## config.mk

```make
export PLATFORM = sky130hd
export DESIGN_NAME = alu_control_unit_null
export DESIGN_NICKNAME = d
export VERILOG_FILES = /design/src/rtl/alu_control_unit_null.sv
export SDC_FILE = /design/constraint.sdc
export NUM_CORES = 1
export LEC_CHECK = 0
export ABC_CLOCK_PERIOD_IN_PS = 1200
export CORE_AREA = 2 2 78 80
export DETAILED_ROUTE_END_ITERATION = 6
export DIE_AREA = 0 0 80 82
export PLACE_DENSITY = 0.79
export SKIP_CTS_REPAIR_TIMING = 1
export SYNTH_ARGS = -nofsm -noshare
export SYNTH_HDL_FRONTEND = slang
export SYNTH_SLANG_ARGS = --single-unit
```

## constraint.sdc

```tcl
create_clock -name clk -period 1.2 [get_ports clk]
set_input_delay 0.12 -clock clk [delete_from_list [all_inputs] [get_ports clk]]
set_output_delay 0.12 -clock clk [all_outputs]
set_load 0.02 [all_outputs]
```

## src/rtl/alu_control_unit_null.sv

```systemverilog
// Registered decode stage for the null (non-arithmetic) instruction class: turns a
// 12-bit instruction plus the switch bank into the 55-bit ALU control word.
module alu_control_unit_null (
    input  logic        clk,
    input  logic        rst,
    input  logic [11:0] instruction,
    input  logic [15:0] switches,
    output logic [54:0] control_word,
    output logic        program_counter_increment,
    output logic [3:0]  alu_op,
    output logic [15:0] alu_a_altern,
    output logic [15:0] alu_b_altern,
    output logic [3:0]  alu_a_select,
    output logic [3:0]  alu_b_select,
    output logic        alu_a_source,
    output logic        alu_b_source,
    output logic [3:0]  alu_out_select,
    output logic [1:0]  alu_load_src,
    output logic        alu_store_to_mem,
    output logic        alu_store_to_stk
);

    typedef enum logic [3:0] {
        OP_UJMP = 4'b0000,
        OP_LDSW = 4'b0001,
        OP_DVGA = 4'b0010,
        OP_SWCL = 4'b0011
    } opcode_e;

    localparam logic [3:0] ALU_LEFT = 4'b0000;
    localparam logic [3:0] ALU_IADD = 4'b0001;

    localparam logic [1:0] LOAD_NONE = 2'b00;
    localparam logic [1:0] LOAD_ALU  = 2'b01;
    localparam logic [1:0] LOAD_MEM  = 2'b10;
    localparam logic [1:0] LOAD_STK  = 2'b11;

    logic [3:0]  opcode;
    logic [3:0]  fieldF1;
    logic [3:0]  fieldF2;

    logic        pcIncD;
    logic [3:0]  aluOpD;
    logic [15:0] aAlternD;
    logic [15:0] bAlternD;
    logic [3:0]  aSelectD;
    logic [3:0]  bSelectD;
    logic        aSourceD;
    logic        bSourceD;
    logic [3:0]  outSelectD;
    logic [1:0]  loadSrcD;
    logic        storeMemD;
    logic        storeStkD;

    logic [54:0] controlWordD;
    logic [54:0] controlWordQ;

    assign opcode  = instruction[11:8];
    assign fieldF1 = instruction[7:4];
    assign fieldF2 = instruction[3:0];

    // Memory/stack group encodes opcode bits as {1, write, stack, offset}.
    always_comb begin
        pcIncD     = 1'b1;
        aluOpD     = ALU_LEFT;
        aAlternD   = 16'h0000;
        bAlternD   = 16'h0000;
        aSelectD   = 4'h0;
        bSelectD   = 4'h0;
        aSourceD   = 1'b0;
        bSourceD   = 1'b0;
        outSelectD = 4'h0;
        loadSrcD   = LOAD_NONE;
        storeMemD  = 1'b0;
        storeStkD  = 1'b0;

        if (opcode[3]) begin
            aSelectD = fieldF1;
            bSelectD = fieldF2;
            aluOpD   = opcode[0] ? ALU_IADD : ALU_LEFT;
            if (opcode[2]) begin
                outSelectD = fieldF1;
                storeMemD  = ~opcode[1];
                storeStkD  = opcode[1];
            end else begin
                outSelectD = fieldF2;
                loadSrcD   = opcode[1] ? LOAD_STK : LOAD_MEM;
            end
        end else begin
            case (opcode_e'(opcode))
                OP_LDSW: begin
                    aluOpD     = fieldF1;
                    aAlternD   = switches;
                    aSourceD   = 1'b1;
                    bSelectD   = fieldF2;
                    outSelectD = fieldF2;
                    loadSrcD   = LOAD_ALU;
                end
                default: begin
                end
            endcase
        end
    end

    assign controlWordD = {pcIncD, aluOpD, aAlternD, bAlternD, aSelectD, bSelectD,
                           aSourceD, bSourceD, outSelectD, loadSrcD, storeMemD, storeStkD};

    always_ff @(posedge clk or posedge rst) begin
        if (rst) begin
            controlWordQ <= 55'h0;
        end else begin
            controlWordQ <= controlWordD;
        end
    end

    assign control_word              = controlWordQ;
    assign program_counter_increment = controlWordQ[54];
    assign alu_op                    = controlWordQ[53:50];
    assign alu_a_altern              = controlWordQ[49:34];
    assign alu_b_altern              = controlWordQ[33:18];
    assign alu_a_select              = controlWordQ[17:14];
    assign alu_b_select              = controlWordQ[13:10];
    assign alu_a_source              = controlWordQ[9];
    assign alu_b_source              = controlWordQ[8];
    assign alu_out_select            = controlWordQ[7:4];
    assign alu_load_src              = controlWordQ[3:2];
    assign alu_store_to_mem          = controlWordQ[1];
    assign alu_store_to_stk          = controlWordQ[0];

endmodule

```

==> qor.yml <==
placed_design:
  portBuffers: 105
  dp_hpwl_um: 3153
  place.gp.congestion: 0.6733
  placed_area_sq_um: 2671
status:
  violations: "setup timing"
  status: "finished, violations left"
worst_setup_path:
  critPathSlowestCell: "clkdlybuf4s50_1"
  arrival_ns: 1.24
  path_class: "reg -> out"
  critPathLaunchType: "flop"
  cp_top_family: "buffers and inverters"
  critPathCaptureType: "output port"
  crit_required_ns: 1.08
  slowest_delay_ns: 0.61
  cp_max_fo: 2
  path_buf_inv: 1
  crit_chain: "clkdlybuf4s50_1"
floorplanning:
  die_y_um: 82
  core_area_sq_um: 5746
  die_w_um: 80
  rows: 28
  ios: 140
  die_area_sq_um: 6560
  start_util_pct: 33.08
logic_synthesis:
  yosysWarnings: 0
  synth_common_cells: "73 x buf_4, 38 x dfrtp_1, 20 x and2_1"
  seq_area_frac_synth_pct: 50.03
  synth_edf_count: 0
  async_reset_ff_share_pct: 100.0
  synth.top_cell.area_share_pct: 50.03
  yosys-top-cells-area: "dfrtp_1 50%, buf_4 29%, and2_1 6.6%"
  yosysTopAreaCell: "dfrtp_1"
  ys_seq_elements: 38
  avgSynthCellArea_sq_um: 11.59
  synth.most_common_cell: "buf_4"
  netlist_instances: 164
  synthFlopType: "dfrtp_1"
  syn_area_sq_um: 1901
  synth_cell_types: 20
sta:
  max_freq_mhz: 733.6
  maxSlewViolCount: 0
  tns_ns: -0.3163
  finalHoldWorstSlack_ns: 0.1665
  finalCriticalPeriod_ns: 1.363
  fin_crit_sh_pct: 113.6
  hold_viol: 0
  grt_setup_unrepaired: "yes"
  layout_setup_ws_ns: -0.1632
  finalSetupViolCount: 2
clock_tree:
  cts_buffers: 5
  clk_pin_slew_ns: 0.07
  cts_max_path_buffers: 2
  tritoncts: "built"
  clock-sinks: 38
  htree_levels: 2
  clockRootBuffer: "clkbuf_8"
flow_run:
  max_cap_violations: 0
global_route:
  grt_max_degree: 22
  overflow: 0
  antenna_found_initial: 0
  grt_pass1_vias: 1100
  track_usage_pct: 11.25
  grt_first_pass_wirelength_um: 5451
detailed_routing:
  firstDrtPassIters: 4
  detail-route-antenna-nets: 0
  remaining_drc_errors: 0
  vias: 1205
  initialDrtViolationCount: 11
  routedWlPerCell_um: 12.89
  viasPerCell: 3.777
  wirelength_um: 4113
power:
  p_leak_nw: 2.444
  power-per-cell-area_nw_per_um2: 966.7
  total_power_mw: 2.861
  ir_worst_vdd_mv: 0.5324
final_layout:
  diodes: 0
  syn2layout_area_growth_pct: 55.69
  finalNetCount: 273
  stdcell_area_sq_um: 2959
  drive_gt1_share_pct: 11.07
  largest_reg_flops: 38
  fill_cells: 511
min_path:
  hold_class: "in -> async"
-- layout make-up --
| class | count | area, sq um | share of cell area, % |
|---|---|---|---|
| Clock buffer | 7 | 86.33 | 2.918 |
| Clock inverter | 1 | 5.005 | 0.1691 |
| Inverter | 1 | 3.754 | 0.1268 |
| Multi-Input combinational cell | 81 | 484.2 | 16.36 |
| Sequential cell | 38 | 950.9 | 32.14 |
| Tap cell | 75 | 93.84 | 3.171 |
| Timing Repair Buffer | 116 | 1335 | 45.12 |
-- power by group --
group,internal [mW],switching [mW]
logic,0.285,0.342
registers,1.33,0.0245
clock network,0.463,0.419
total,2.07,0.786
-- worst max-delay path by stage --
stage	from	end	slack, ns	cells past startpoint
finish	control_word[43]$_DFF_PP0_	alu_a_altern[9]	-0.16	1
CTS	control_word[7]$_DFF_PP0_	alu_out_select[3]	-0.23	1
global placement	instruction[10]	control_word[4]$_DFF_PP0_	-0.24	5
global route	control_word[43]$_DFF_PP0_	alu_a_altern[9]	-0.21	1
detailed placement	instruction[10]	control_word[5]$_DFF_PP0_	-0.28	5
floorplan	rst	control_word[0]$_DFF_PP0_	0.22	1
-- per-stage QoR --
stage | cells | util [%] | worst slack [ns]
5_1_grt | 319 | 51.50 | -0.2099
6_report | 319 | 51.50 | -0.1632
4_1_cts | 318 | 48.08 | -0.2335
3_5_place_dp | 310 | 46.49 | -0.2836
2_1_floorplan | 197 | - | 0.2191
3_3_place_gp | 310 | 46.49 | -0.2437
-- metal layers --
| layer | vias up | wire (um) | GRT usage [%] | share of wire, % |
|---|---|---|---|---|
| met5 | - | 0 | 0 | 0 |
| met4 | 0 | 68 | 5.593 | 1.7 |
| met3 | 5 | 258 | 2.637 | 6.3 |
| met2 | 64 | 2407 | 21.67 | 59 |
| met1 | 574 | 1378 | 11.27 | 34 |
| li1 | 562 | - | - | - |
-- cell usage in the layout (no fill, tap or decap), types with 2 or more instances in the layout --
cell,synthesis,final
a22o_1,4,4
and2_1,20,20
and2_2,3,3
buf_4,73,9
clkbuf_8,0,6
clkdlybuf4s50_1,0,31
conb_1,2,35
dfrtp_1,38,38
dlymetal6s2s_1,0,74
mux2_2,4,4
nand2_1,2,2
o21a_1,5,5
-- kinds of logic after synthesis --
family	Yosys count	share of synthesized area, %
simple gates	32	12.11
other cells	2	0.3951
buf+inv	78	31.01
compound gates	10	4.081
mux	4	2.370
flops	38	50.03
(Power assumes the default switching activity.)
